$ cat src/rtl/matmul_host_loader.sv
// Host-side loader for the 4x4 systolic matmul: streams A/B rows into BRAM, starts the job,
// then reads C back onto an output stream. Optional done-watchdog: MATMUL_LOADER_TIMEOUT_EN.
module matmul_host_loader #(
   parameter int DWIDTH         = 8,
   parameter int AWIDTH         = 10,
   parameter int MAT_SIZE       = 4,
   parameter int TIMEOUT_CYCLES = 1024
) (
   input  logic                       clk,
   input  logic                       resetn,
   input  logic                       cmd_start,
   input  logic [AWIDTH-1:0]          base_a,
   input  logic [AWIDTH-1:0]          base_b,
   input  logic [AWIDTH-1:0]          base_c,
   input  logic [7:0]                 stride,
   input  logic [MAT_SIZE*DWIDTH-1:0] s_data,
   input  logic                       s_valid,
   output logic                       s_ready,
   output logic [MAT_SIZE*DWIDTH-1:0] m_data,
   output logic                       m_valid,
   input  logic                       m_ready,
   output logic [AWIDTH-1:0]          bram_addr_ext,
   output logic [MAT_SIZE-1:0]        bram_we_ext,
   output logic [MAT_SIZE*DWIDTH-1:0] bram_wdata,
   input  logic [MAT_SIZE*DWIDTH-1:0] bram_rdata,
   output logic [1:0]                 mem_sel,
   output logic                       start_reg,
   output logic                       clear_done_reg,
   input  logic                       mm_done,
   output logic                       busy,
   output logic                       err
);
   localparam int RW = (MAT_SIZE > 1) ? $clog2(MAT_SIZE) : 1;

   typedef enum logic [3:0] {
      IDLE, LOAD_A, LOAD_B, START, WAIT, READ_ADDR, READ_DATA, OUT, CLEAR
   } state_t;

   state_t            state;
   logic [RW-1:0]     row;
   logic [AWIDTH-1:0] ptr;
   logic [AWIDTH-1:0] base_b_q;
   logic [AWIDTH-1:0] base_c_q;
   logic [7:0]        stride_q;
   logic              last_row;
   logic              s_hs;
   logic [AWIDTH-1:0] ptr_next;

`ifdef MATMUL_LOADER_TIMEOUT_EN
   localparam int TW = $clog2(TIMEOUT_CYCLES + 1);
   logic [TW-1:0] wcnt;
`else
   assign err = 1'b0;
`endif

   // ptr walks base + row*stride incrementally; AWIDTH-bit adds wrap silently.
   assign last_row = (row == RW'(MAT_SIZE - 1));
   assign s_hs     = s_valid && s_ready;
   assign ptr_next = ptr + AWIDTH'(stride_q);

   always_ff @(posedge clk or negedge resetn) begin
      if (!resetn) begin
         state          <= IDLE;
         row            <= '0;
         ptr            <= '0;
         base_b_q       <= '0;
         base_c_q       <= '0;
         stride_q       <= '0;
         s_ready        <= 1'b0;
         m_valid        <= 1'b0;
         m_data         <= '0;
         bram_addr_ext  <= '0;
         bram_we_ext    <= '0;
         bram_wdata     <= '0;
         mem_sel        <= 2'd0;
         start_reg      <= 1'b0;
         clear_done_reg <= 1'b0;
         busy           <= 1'b0;
`ifdef MATMUL_LOADER_TIMEOUT_EN
         wcnt           <= '0;
         err            <= 1'b0;
`endif
      end else begin
         bram_we_ext    <= '0;
         start_reg      <= 1'b0;
         clear_done_reg <= 1'b0;
         case (state)
            IDLE: if (cmd_start) begin
               state    <= LOAD_A;
               ptr      <= base_a;
               base_b_q <= base_b;
               base_c_q <= base_c;
               stride_q <= stride;
               row      <= '0;
               mem_sel  <= 2'd0;
               s_ready  <= 1'b1;
               busy     <= 1'b1;
            end
            // mem_sel moves with each registered write so the final A write,
            // which lands in the first LOAD_B cycle, still targets BRAM A.
            LOAD_A, LOAD_B: if (s_hs) begin
               bram_addr_ext <= ptr;
               bram_we_ext   <= '1;
               bram_wdata    <= s_data;
               mem_sel       <= (state == LOAD_B) ? 2'd1 : 2'd0;
               ptr           <= ptr_next;
               row           <= row + 1'b1;
               if (last_row) begin
                  row <= '0;
                  if (state == LOAD_A) begin
                     state <= LOAD_B;
                     ptr   <= base_b_q;
                  end else begin
                     state     <= START;
                     s_ready   <= 1'b0;
                     start_reg <= 1'b1;
                  end
               end
            end
            START: begin
               state <= WAIT;
`ifdef MATMUL_LOADER_TIMEOUT_EN
               wcnt  <= '0;
`endif
            end
            WAIT: if (mm_done) begin
               state         <= READ_ADDR;
               mem_sel       <= 2'd2;
               row           <= '0;
               bram_addr_ext <= base_c_q;
               ptr           <= base_c_q + AWIDTH'(stride_q);
            end
`ifdef MATMUL_LOADER_TIMEOUT_EN
            else if (wcnt == TW'(TIMEOUT_CYCLES - 1)) begin
               err            <= 1'b1;
               clear_done_reg <= 1'b1;
               state          <= CLEAR;
            end else begin
               wcnt <= wcnt + 1'b1;
            end
`endif
            READ_ADDR: state <= READ_DATA;
            READ_DATA: begin
               m_data  <= bram_rdata;
               m_valid <= 1'b1;
               state   <= OUT;
            end
            OUT: if (m_ready) begin
               m_valid <= 1'b0;
               row     <= row + 1'b1;
               if (last_row) begin
                  clear_done_reg <= 1'b1;
                  state          <= CLEAR;
               end else begin
                  bram_addr_ext <= ptr;
                  ptr           <= ptr_next;
                  state         <= READ_ADDR;
               end
            end
            CLEAR: begin
               busy  <= 1'b0;
               state <= IDLE;
            end
            default: state <= IDLE;
         endcase
      end
   end
endmodule

$ cat config.mk
export PLATFORM = sky130hd
export DESIGN_NAME = matmul_host_loader
export DESIGN_NICKNAME = d
export VERILOG_FILES = /design/src/rtl/matmul_host_loader.sv
export SDC_FILE = /design/constraint.sdc
export NUM_CORES = 1
export LEC_CHECK = 0
export CAP_MARGIN = 5
export CORE_MARGIN = 2
export CORE_UTILIZATION = 40
export CTS_CLUSTER_SIZE = 8
export DETAILED_ROUTE_END_ITERATION = 8
export PLACE_DENSITY = 0.83
export SLEW_MARGIN = 20
export SYNTH_ARGS = -nofsm -noshare
export SYNTH_HDL_FRONTEND = slang
export SYNTH_SLANG_ARGS = --single-unit
$ cat constraint.sdc
create_clock -name clk -period 2.17 [get_ports clk]
set_clock_uncertainty 0.15 [all_clocks]
set_input_delay 0.434 -clock clk [delete_from_list [all_inputs] [get_ports clk]]
set_output_delay 0.434 -clock clk [all_outputs]
set_load 0.02 [all_outputs]
==> results of run 1 <==
-- path summary, 6_finish.rpt --
kind | end | slack, ns
min reg2reg | bram_wdata[16]$_DFFE_PN0P_ | 0.35
max in group asynchronous | stride_q[1]$_DFFE_PN0P_ | 0.99
max reg2reg | ptr[8]$_DFFE_PN0P_ | -0.20
min in group clk | bram_wdata[16]$_DFFE_PN0P_ | 0.35
min | m_data[30]$_DFFE_PN0P_ | 0.28
max | ptr[8]$_DFFE_PN0P_ | -0.20
-- through the flow --
| step | instances | instance area, µm² | TNS [ns] |
|---|---|---|---|
| 5_1_grt | 940 | 9330 | -1.13 |
| 3_3_place_gp | 905 | 8520 | -1.47 |
| 3_5_place_dp | 905 | 8520 | -1.94 |
| 2_1_floorplan | 503 | 6030 | -0.0106 |
| 4_1_cts | 937 | 9170 | -0.326 |
| 6_report | 940 | 9330 | -0.532 |
-- area by class of cell --
class	instances	area share [%]
clock buffers	18	4.71
clock inverters	13	1.52
inverters	8	0.322
multi-input cells	342	30.8
flip-flops and latches	126	33.8
well taps	184	2.47
repair buffers	249	26.3
-- routing by layer --
| metal | global-route usage, % | vias up | part of all wire (%) |
|---|---|---|---|
| li1 | - | 2310 | - |
| met1 | 24.0 | 2533 | 38 |
| met2 | 37.4 | 208 | 53 |
| met3 | 6.20 | 31 | 6.5 |
| met4 | 9.05 | 0 | 2.5 |
| met5 | 0 | - | 0 |
-- timing repair --
| item | CTS | global route |
|---|---|---|
| endpoints found under the hold margin | 13 | 0 |
| hold buffers | 1 | 0 |
| resized for setup | 11 | 28 |
| pin swaps | 4 | 18 |
| endpoints found under the setup margin | 6 | 22 |
| setup buffers | 0 | 3 |
-- placed cells by master (no fill, tap or decap), types with 4 or more instances in the layout --
master,n
clkdlybuf4s50_1,191
dfrtp_1,123
mux2_2,93
buf_4,47
nand2_1,37
nor2_1,27
a21oi_1,21
o21ai_0,18
clkbuf_16,17
a21o_1,11
a31oi_1,10
o21ai_1,9
ha_1,9
inv_1,8
buf_12,8
nor3_1,7
ha_4,7
a211oi_1,6
xnor2_1,5
nand2b_1,4
a211oi_2,4
a222oi_1,4
xor2_1,4
o31ai_1,4
-- kinds of logic after synthesis --
| group | Yosys count |
|---|---|
| mux | 96 |
| buf+inv | 35 |
| compound gates | 115 |
| xor+xnor | 12 |
| simple gates | 99 |
| flops | 126 |
| fa+ha+maj | 19 |
| other cells | 1 |
-- power by group --
| part | leakage (nW) | switching (mW) | internal (mW) |
|---|---|---|---|
| registers | 1.62 | 0.621 | 3.17 |
| logic | 2.23 | 3.00 | 3.07 |
| clock network | 0.279 | 1.05 | 1.72 |
| total | 4.14 | 4.67 | 7.96 |
==> summary.txt, run 1 <==
Outcome
  • Status: complete, but fails checks
  • Failing checks: setup timing

GRT
  • Total GRT Usage: a little over a fifth
  • Total gr overflow: 0
  • Initial antenna violation count: 0
  • Vias in the first global route: about 5400
  • Global-route wire length before repair: 26.8 mm
  • Largest net degree at the start of global routing: 43

Yosys
  • Async SR Flop Fraction: 100%
  • Top-area cell type share of the netlist area: 52.4%
  • Distinct cell type count after synthesis: 58
  • Number of synthesized flops with an enable pin: 0
  • Synth Area in Simple Gates: 7.79%
  • Cell accounting for the most synthesized area: dfrtp_1
  • Most frequent cell after synthesis: dfrtp_1
  • Largest family of logic cells by synthesized area: multiplexers
  • Synth Instances: 503
  • Syn Area/Cell: roughly 12 µm²
  • Largest cells by area after synthesis: dfrtp_1 (52%), mux2_2 (17%), ha_1 (3.5%), nand2_1 (2.4%), a21oi_1 (2.0%)
  • Mapped Nets: 630
  • Adder-cell share of the synthesized area: under 10%
  • Mapped cell area: 6020 µm²
  • Syn. warnings: 0
  • Primary FF master, synth: dfrtp_1
  • Proportion of synthesized area in mux cells: between 10% and 20%
  • FF+latch count, synth: around 130
  • Most frequent cells after synthesis: dfrtp_1 (126), mux2_2 (93), nand2_1 (38)
  • Post-synthesis compound-gate area fraction: between 10% and 20%
  • Post-Synth XOR/XNOR Area: about 2%
  • Seq/Total Area, Yosys: a little over half

Critical path
  • Critical path arrival: roughly 2.5 ns
  • Critical Path Stages: 9
  • Highest-delay cell along the critical path: dfrtp_1
  • Critical Path Start: stride_q[0]$_DFFE_PN0P_
  • Worst path buffer plus inverter count: 0
  • Worst R2R Start: stride_q[0]$_DFFE_PN0P_
  • Worst-path cell chain: ha_4 > fa_2 > a211oi_2 > nor2_1 > o211ai_1 > mux2i_1 > a311oi_1 > a21oi_1 > o31ai_1
  • Required @ worst endpoint: between 2 and 2.5 ns
  • Setup CP Type: flop to flop
  • Crit-path max cell delay: around 0.43 ns
  • Critical path endpoint category: flop
  • R2R depth: 9
  • Startpoint class of the critical path: flop
  • CP Max Fanout: 3
  • Cell family with most CP delay: compound AO/OA/AOI/OAI gates

Floorplanning
  • Rows: 44
  • Die extent in x: about 130 µm
  • Core ar.: around 15000 µm²
  • Die area: 16000 µm²
  • Initial core utilization: between 40% and 50%
  • DIE HEIGHT: 127 µm
  • Num ports: 194

Placement
  • Placed wire-length estimate: ~13 mm
  • Pre-CTS WS: -0.180 ns
  • # port buffers: 192
  • Placer Congestion: around 0.9

Route
  • DRC errors left: 0
  • DRT iter0 DRCs: 320
  • Drt pass-1 iters: 7
  • WL final: 17.1 mm
  • Final antenna-violating net count: 0
  • Via count: about 5100
  • Drt wl/cell: around 18 µm
  • Vias per std cell: roughly 5.4

STA
  • Min Tclk post-route: about 2.4 ns
  • Unrepaired setup endpoints after global routing: yes
  • Final Slew Violations: 0
  • # setup viols final: 5
  • Setup ws final: -0.201 ns
  • Final Hold Viols: 0
  • Fin Hold WS: approximately 0.28 ns
  • Final period util: 109%
  • Fmax: approximately 0.42 GHz

Flow run
  • Max cap viols: 0

Power
  • Leak Pwr: approximately 4.1 nW
  • Tot Pwr: between 10 and 15 mW
  • Power per cell area: between 1000 and 1500 nW/µm²
  • Max VDD drop: 0.880 mV

Worst hold path
  • Hold Path Class: primary input to async pin

Final layout
  • Nets@finish: around 870
  • Area of the multi-input gates: between 2000 and 3000 µm²
  • N_diodes: 0
  • Fillers: ~1100
  • Final Util: a little under two thirds
  • P&R area growth vs syn: 55.0%
  • Biggest regs: bram_wdata x32, m_data x32
  • Ratio of cells with drive above 1 in the final layout: between 20 and 30%
  • Storage element area: approximately 3200 µm²

Clock tree
  • Max clock buf depth: 2
  • CTS tree: yes
  • H-tree depth: 4
  • CTS buffer count: 17
  • Root buf cell: clkbuf_16
  • Clk_lat worst skew: approximately 0.4 ns
  • Clock sinks: approximately 130
  • Clock transition at path regs: 0.06 ns
Note: power is estimated with default switching activity, not from simulation.
==> run 2, diff against run 1 <==
--- a/config.mk
+++ b/config.mk
@@ -11,6 +11,7 @@
 export CTS_CLUSTER_SIZE = 8
 export DETAILED_ROUTE_END_ITERATION = 8
 export PLACE_DENSITY = 0.83
+export SKIP_CTS_REPAIR_TIMING = 1
 export SLEW_MARGIN = 20
 export SYNTH_ARGS = -nofsm -noshare
 export SYNTH_HDL_FRONTEND = slang
==> run 2 against run 1 <==
Against the previous run: critical path depth unchanged; worst hold slack barely moved; the flow still finishes with violations (setup timing); wire length down 0.67%; sequential share of layout area increased by 0.22 points; non-clock buffer count shrank 1; final cell count fell by 0.11%; combinational power decreased by 1%; maximum frequency decreased by 2.6%; critical path type unchanged.
==> summary.txt, run 2 (synthesis results as in run 1) <==
STA
  • Unrepaired setup endpoints after global routing: yes
  • Final Hold Viols: 0 (unchanged)
  • Final Slew Violations: 0 (unchanged)
  • Aggregate negative setup slack: -0.613 ns (-0.0811 ns)
  • # setup viols final: 5 (unchanged)
  • Fmax: 0.411 GHz (-2.6%)
  • Final period util: 112% (+3.0 points)
  • Setup ws final: -0.265 ns (-0.0642 ns)
  • Min Tclk post-route: 2.44 ns (+0.0642 ns)

GRT
  • Total GRT Usage: 20.9% (-0.27 points)
  • Global-route wire length before repair: 26.5 mm (-1.2%)
  • Largest net degree at the start of global routing: 43 (unchanged)
  • Vias in the first global route: 5288 (-1.5%)
  • Total gr overflow: 0 (unchanged)
  • Initial antenna violation count: 0 (unchanged)

Clock tree
  • Root buf cell: clkbuf_16
  • Clock transition at path regs: 0.06 ns (about the same)
  • CTS buffer count: 17 (unchanged)
  • Clock sinks: 126 (unchanged)
  • Max clock buf depth: 2 (unchanged)
  • Clk_lat worst skew: 0.41 ns (about the same)
  • H-tree depth: 4 (unchanged)
  • CTS tree: yes

Floorplanning
  • DIE HEIGHT: 127 µm (unchanged)
  • Num ports: 194 (unchanged)
  • Die extent in x: 127 µm (unchanged)
  • Rows: 44 (unchanged)
  • Die area: 16000 µm² (unchanged)
  • Initial core utilization: 41.1% (unchanged)
  • Core ar.: 14600 µm² (unchanged)

Critical path
  • Critical path arrival: 2.60 ns (+0.06 ns)
  • Worst-path cell chain: ha_2 > fa_2 > a211oi_2 > nor2_1 > o211ai_1 > mux2i_1 > a311oi_1 > a21oi_1 > o31ai_1
  • CP Max Fanout: 3 (unchanged)
  • Startpoint class of the critical path: flop
  • R2R Path End: ptr[8]$_DFFE_PN0P_
  • Crit-path max cell delay: 0.40 ns (-0.03 ns)
  • Required @ worst endpoint: 2.33 ns (about the same)
  • Highest-delay cell along the critical path: dfrtp_1
  • R2R depth: 9 (unchanged)
  • Cell family with most CP delay: compound AO/OA/AOI/OAI gates
  • Critical path endpoint category: flop
  • Worst R2R Setup Slack: -0.27 ns (-0.06 ns)
  • Worst R2R Start: stride_q[0]$_DFFE_PN0P_
  • Worst path buffer plus inverter count: 0 (unchanged)
  • Setup CP Type: flop to flop

Outcome
  • Failing checks: setup timing
  • Status: complete, but fails checks

Route
  • DRC errors left: 0 (unchanged)
  • Drt pass-1 iters: 5 (-2)
  • Vias per std cell: 5.41 (about the same)
  • DRT iter0 DRCs: 279 (-13%)
  • Via count: 5078 (-0.079%)
  • Drt wl/cell: 18.0 µm (-0.56%)
  • WL final: 16.9 mm (-0.67%)
  • Final antenna-violating net count: 0 (unchanged)

Final layout
  • Nets@finish: 870 (-0.11%)
  • Fillers: 1113 (+1.3%)
  • Biggest regs: bram_wdata x32, m_data x32
  • N_diodes: 0 (unchanged)
  • Fin area: 9260 µm² (-0.72%)
  • Final Util: 63.3% (-0.46 points)
  • Commonest non-fill, non-tap cell in the layout: clkdlybuf4s50_1
  • Ratio of cells with drive above 1 in the final layout: 29.3% (-0.62 points)
  • Commonest cells after routing, fill and taps aside: clkdlybuf4s50_1 (191), dfrtp_1 (125), mux2_2 (93)
  • P&R area growth vs syn: 53.9%

Placement
  • Placed wire-length estimate: 12.5 mm (unchanged)
  • Placer Congestion: 0.910 (unchanged)
  • # port buffers: 192 (unchanged)
  • Cell area after placement: 8520 µm² (unchanged)

Power
  • P_sw: 4.64 mW (-0.81%)
  • Leak Pwr: 4.13 nW (-0.10%)
  • Flop pwr share: 30.0% (about the same)
  • Tot Pwr: 12.5 mW (-0.77%)
  • Power per cell area: 1350 nW/µm² (about the same)
  • Clock share of power: 22.0% (about the same)
  • Max VDD drop: 0.881 mV (+0.14%)
  • Pint: 7.90 mW (-0.74%)
  • Gate power share: 48.0% (about the same)
  • Sw frac: 37.0% (about the same)

Worst hold path
  • Hold Path Class: primary input to async pin

Flow run
  • Max cap viols: 0 (unchanged)
[run 2: cell types whose count changed in the layout (fill, tap and decap cells not counted), sizes merged]
cell / delta
buf: -1
[run 2: area by class of cell]
class                           instances  area [µm²]  area share [%]
Sequential cell                       126        3150            34.0
Multi-Input combinational cell        342        2820            30.4
Clock inverter                         13         141            1.53
Inverter                                8        30.0           0.324
Clock buffer                           18         439            4.74
Tap cell                              184         230            2.49
Timing Repair Buffer                  248        2450            26.5
[run 2: worst reg2reg max path: stages (launching register included)]
cell,delay (ns)
dfrtp_1,0.40
ha_2,0.21
fa_2,0.39
a211oi_2,0.20
nor2_1,0.08
o211ai_1,0.19
mux2i_1,0.10
a311oi_1,0.24
a21oi_1,0.10
o31ai_1,0.28
[run 2: power groups by stage]
| stage | logic [mW] | clock network [mW] | registers (mW) |
|---|---|---|---|
| after floorplan | 2.68 | 0 | 4.23 |
| after global placement | 5.53 | 0 | 3.69 |
| after detailed placement | 5.69 | 0 | 3.76 |
| after CTS | 5.73 | 2.83 | 3.73 |
| after global routing | 6.44 | 2.94 | 3.85 |
| final | 6.01 | 2.76 | 3.76 |
[run 2: per-stage QoR]
stage               hold slack [ns]  instances  setup slack [ns]
finish                        0.283        939            -0.265
global route                  0.290        939            -0.370
CTS                          -0.271        936            -0.199
detailed placement            0.175        905            -0.180
global placement              0.172        905            -0.143
floorplan                   -0.0116        503           -0.0106
[run 2: metal layers]
metal / global-route usage, % / routed length (µm)
met5: 0 / 0
met2: 36.7 / 8960
met4: 8.47 / 399
met1: 24.2 / 6350
met3: 5.86 / 1230
[run 2: worst max path at each step]
| stage | startpoint | to | slack [ns] | cells past startpoint |
|---|---|---|---|---|
| 3_5_place_dp | s_valid | ptr[0]$_DFFE_PN0P_ | -0.18 | 8 |
| 5_1_grt | stride_q[0]$_DFFE_PN0P_ | ptr[8]$_DFFE_PN0P_ | -0.37 | 9 |
| 4_1_cts | stride_q[0]$_DFFE_PN0P_ | ptr[8]$_DFFE_PN0P_ | -0.20 | 9 |
| 3_3_place_gp | s_valid | ptr[1]$_DFFE_PN0P_ | -0.14 | 7 |
| 2_1_floorplan | base_c_q[0]$_DFFE_PN0P_ | ptr[8]$_DFFE_PN0P_ | -0.01 | 9 |
| 6_report | stride_q[0]$_DFFE_PN0P_ | ptr[8]$_DFFE_PN0P_ | -0.27 | 9 |
==> run 3, diff against run 2 <==
--- a/config.mk
+++ b/config.mk
@@ -10,7 +10,7 @@
 export CORE_UTILIZATION = 40
 export CTS_CLUSTER_SIZE = 8
 export DETAILED_ROUTE_END_ITERATION = 8
-export PLACE_DENSITY = 0.83
+export PLACE_DENSITY = 0.8
 export SKIP_CTS_REPAIR_TIMING = 1
 export SLEW_MARGIN = 20
 export SYNTH_ARGS = -nofsm -noshare
==> constraint.sdc (replaced) <==
create_clock -name clk -period 2.5 [get_ports clk]
set_clock_uncertainty 0.15 [all_clocks]
set_input_delay 0.5 -clock clk [delete_from_list [all_inputs] [get_ports clk]]
set_output_delay 0.5 -clock clk [all_outputs]
set_load 0.05 [all_outputs]
==> run 3 against run 2 <==
Against the previous run: critical path type unchanged; maximum frequency increased by 1.4%; the flow now finishes without violations; highest routed layer unchanged; total power down 10%; first-iteration DRC count decreased by 18%; clock-buffer cell count is the same.
==> summary.txt, run 3 (synthesis results as in run 1) <==
Critical path
  • Required @ worst endpoint: 2.65 ns (+0.32 ns)
  • Setup CP Type: flop to flop
  • Critical path endpoint category: flop
  • Most numerous cell on the critical path: a21oi_1
  • Startpoint class of the critical path: flop
  • Highest-delay cell along the critical path: fa_1
  • Worst-path cell chain: ha_1 > fa_1 > a211oi_2 > o21bai_1 > a21oi_1 > xor2_1 > o21ai_0 > a21oi_1 > o21ai_1
  • Critical path arrival: 2.55 ns (-0.05 ns)
  • CP Max Fanout: 3 (unchanged)
  • Cell family with most CP delay: compound AO/OA/AOI/OAI gates
  • Crit-path max cell delay: 0.42 ns (+0.02 ns)
  • Worst path buffer plus inverter count: 0 (unchanged)

Clock tree
  • Clock transition at path regs: 0.06 ns (about the same)
  • Root buf cell: clkbuf_16
  • Clock sinks: 126 (unchanged)
  • H-tree depth: 4 (unchanged)
  • Clk_lat worst skew: 0.42 ns (about the same)
  • Max clock buf depth: 2 (unchanged)
  • CTS buffer count: 17 (unchanged)
  • CTS tree: yes

Power
  • Flop pwr share: 28.9% (-1.1 points)
  • Pint: 6.50 mW (-18%)
  • Clock share of power: 21.3% (-0.7 points)
  • Sw frac: 42.4% (+5.4 points)
  • Leak Pwr: 3.98 nW (-3.6%)
  • P_sw: 4.78 mW (+3.1%)
  • Max VDD drop: 0.974 mV (+10%)
  • Gate power share: 49.9% (+1.9 points)
  • Power per cell area: 1270 nW/µm² (-6.3%)

Final layout
  • Ratio of cells with drive above 1 in the final layout: 23.7% (-5.6 points)
  • Biggest regs: bram_wdata x32, m_data x32
  • Nets@finish: 844 (-3.0%)
  • Commonest non-fill, non-tap cell in the layout: clkdlybuf4s50_1
  • Commonest cells after routing, fill and taps aside: clkdlybuf4s50_1 (191), dfrtp_1 (126), mux2_2 (93)
  • P&R area growth vs syn: 47.7%
  • N_diodes: 0 (unchanged)
  • Final Util: 60.7% (-2.5 points)

STA
  • Final Hold Viols: 0 (unchanged)
  • Final period util: 96.0% (-16 points)
  • Fmax: 0.417 GHz (+1.4%)
  • Final Slew Violations: 0 (unchanged)
  • # setup viols final: 0 (-5)
  • Unrepaired setup endpoints after global routing: yes
  • Fin Hold WS: 0.346 ns (+0.0636 ns)
  • Min Tclk post-route: 2.40 ns (-0.0343 ns)
  • Slew Limit Headroom: around 62%
  • Measured slew at the worst slew-check pin: approximately 0.56 ns
  • Setup ws final: 0.0992 ns (+0.364 ns)

Route
  • DRT iter0 DRCs: 229 (-18%)
  • DRC errors left: 0 (unchanged)
  • Via count: 4853 (-4.4%)
  • Drt pass-1 iters: 6 (+1)
  • Vias per std cell: 5.31 (-1.8%)
  • WL final: 15.8 mm (-6.6%)
  • Final antenna-violating net count: 0 (unchanged)
  • Drt wl/cell: 17.3 µm (-4.1%)

Placement
  • Placed wire-length estimate: 11.9 mm (-4.6%)
  • Pre-CTS WS: -0.0188 ns (+0.161 ns)
  • Placer Congestion: 0.901 (-0.92%)
  • # port buffers: 192 (unchanged)

GRT
  • Total GRT Usage: 20.4% (-0.52 points)
  • Most used routing layer: met2
  • Routing usage on met3: 5.19% (-0.67 points)
  • Initial antenna violation count: 0 (unchanged)
  • Vias in the first global route: 5178 (-2.1%)
  • Met2 usage: 35.0% (-1.7 points)
  • Total gr overflow: 0 (unchanged)
  • Global-route wire length before repair: 25.8 mm (-2.7%)
  • Largest net degree at the start of global routing: 56 (+30%)
  • Met1 Use GR: 24.1% (-0.13 points)

Floorplanning
  • Die area: 16000 µm² (unchanged)
  • Die extent in x: 127 µm (unchanged)
  • Num ports: 194 (unchanged)
  • Rows: 44 (unchanged)
  • Core ar.: 14600 µm² (unchanged)
  • Initial core utilization: 41.1% (unchanged)
  • DIE HEIGHT: 127 µm (unchanged)

Worst hold path
  • Hold Path Class: flop to flop

Outcome
  • Status: complete, no violations

Flow run
  • Max cap viols: 0 (unchanged)
[run 3: worst paths after layout]
check	startpoint	endpoint	slack [ns]	cells past startpoint
setup / recovery	ptr[0]$_DFFE_PN0P_	ptr[6]$_DFFE_PN0P_	0.1	9
hold / removal	row[0]$_DFFE_PN0P_	row[0]$_DFFE_PN0P_	0.35	1
setup reg to reg	ptr[0]$_DFFE_PN0P_	ptr[6]$_DFFE_PN0P_	0.1	9
hold reg to reg	row[0]$_DFFE_PN0P_	row[0]$_DFFE_PN0P_	0.35	1
max in group asynchronous	resetn	bram_wdata[18]$_DFFE_PN0P_	1.06	3
min in group asynchronous	resetn	base_b_q[1]$_DFFE_PN0P_	0.46	2
[run 3: power by group through the flow]
stage,combinational (mW),sequential [mW],clock (mW)
floorplan,2.32,4.64,0
global placement,5.46,3.24,0
detailed placement,5.58,3.29,0
CTS,5.62,3.26,2.45
global route,6.00,3.36,2.55
finish,5.62,3.26,2.40
[run 3: per-layer routing]
layer	part of all wire, %	vias up	wire length, µm
li1	-	2264	-
met1	40	2366	6320
met2	51	186	8020
met3	6.3	37	995
met4	3.1	0	491
met5	0	-	0
[run 3: cell type report]
type | instances | area, µm²
flip-flops and latches | 126 | 3150
inverters | 8 | 30.0
repair buffers | 222 | 2200
multi-input cells | 342 | 2700
well taps | 184 | 230
clock inverters | 14 | 145
clock buffers | 18 | 439
fillers | 1168 | 5750
[run 3: metrics by stage]
stage | power, mW | instance area [µm²] | cells | TNS (ns)
6_report | 11.3 | 8890 | 914 | 0
5_1_grt | 11.9 | 8890 | 914 | -0.0837
4_1_cts | 11.3 | 8860 | 913 | -0.00587
3_5_place_dp | 8.87 | 8280 | 881 | -0.0188
3_3_place_gp | 8.70 | 8280 | 881 | 0
2_1_floorplan | 6.96 | 6020 | 503 | 0
[run 3: worst register-to-register path, cell delays in order (launching register included)]
cell and delay (ns):
dfrtp_1 0.40, ha_1 0.25, fa_1 0.42, a211oi_2 0.20, o21bai_1 0.15, a21oi_1 0.20
xor2_1 0.19, o21ai_0 0.12, a21oi_1 0.16, o21ai_1 0.07
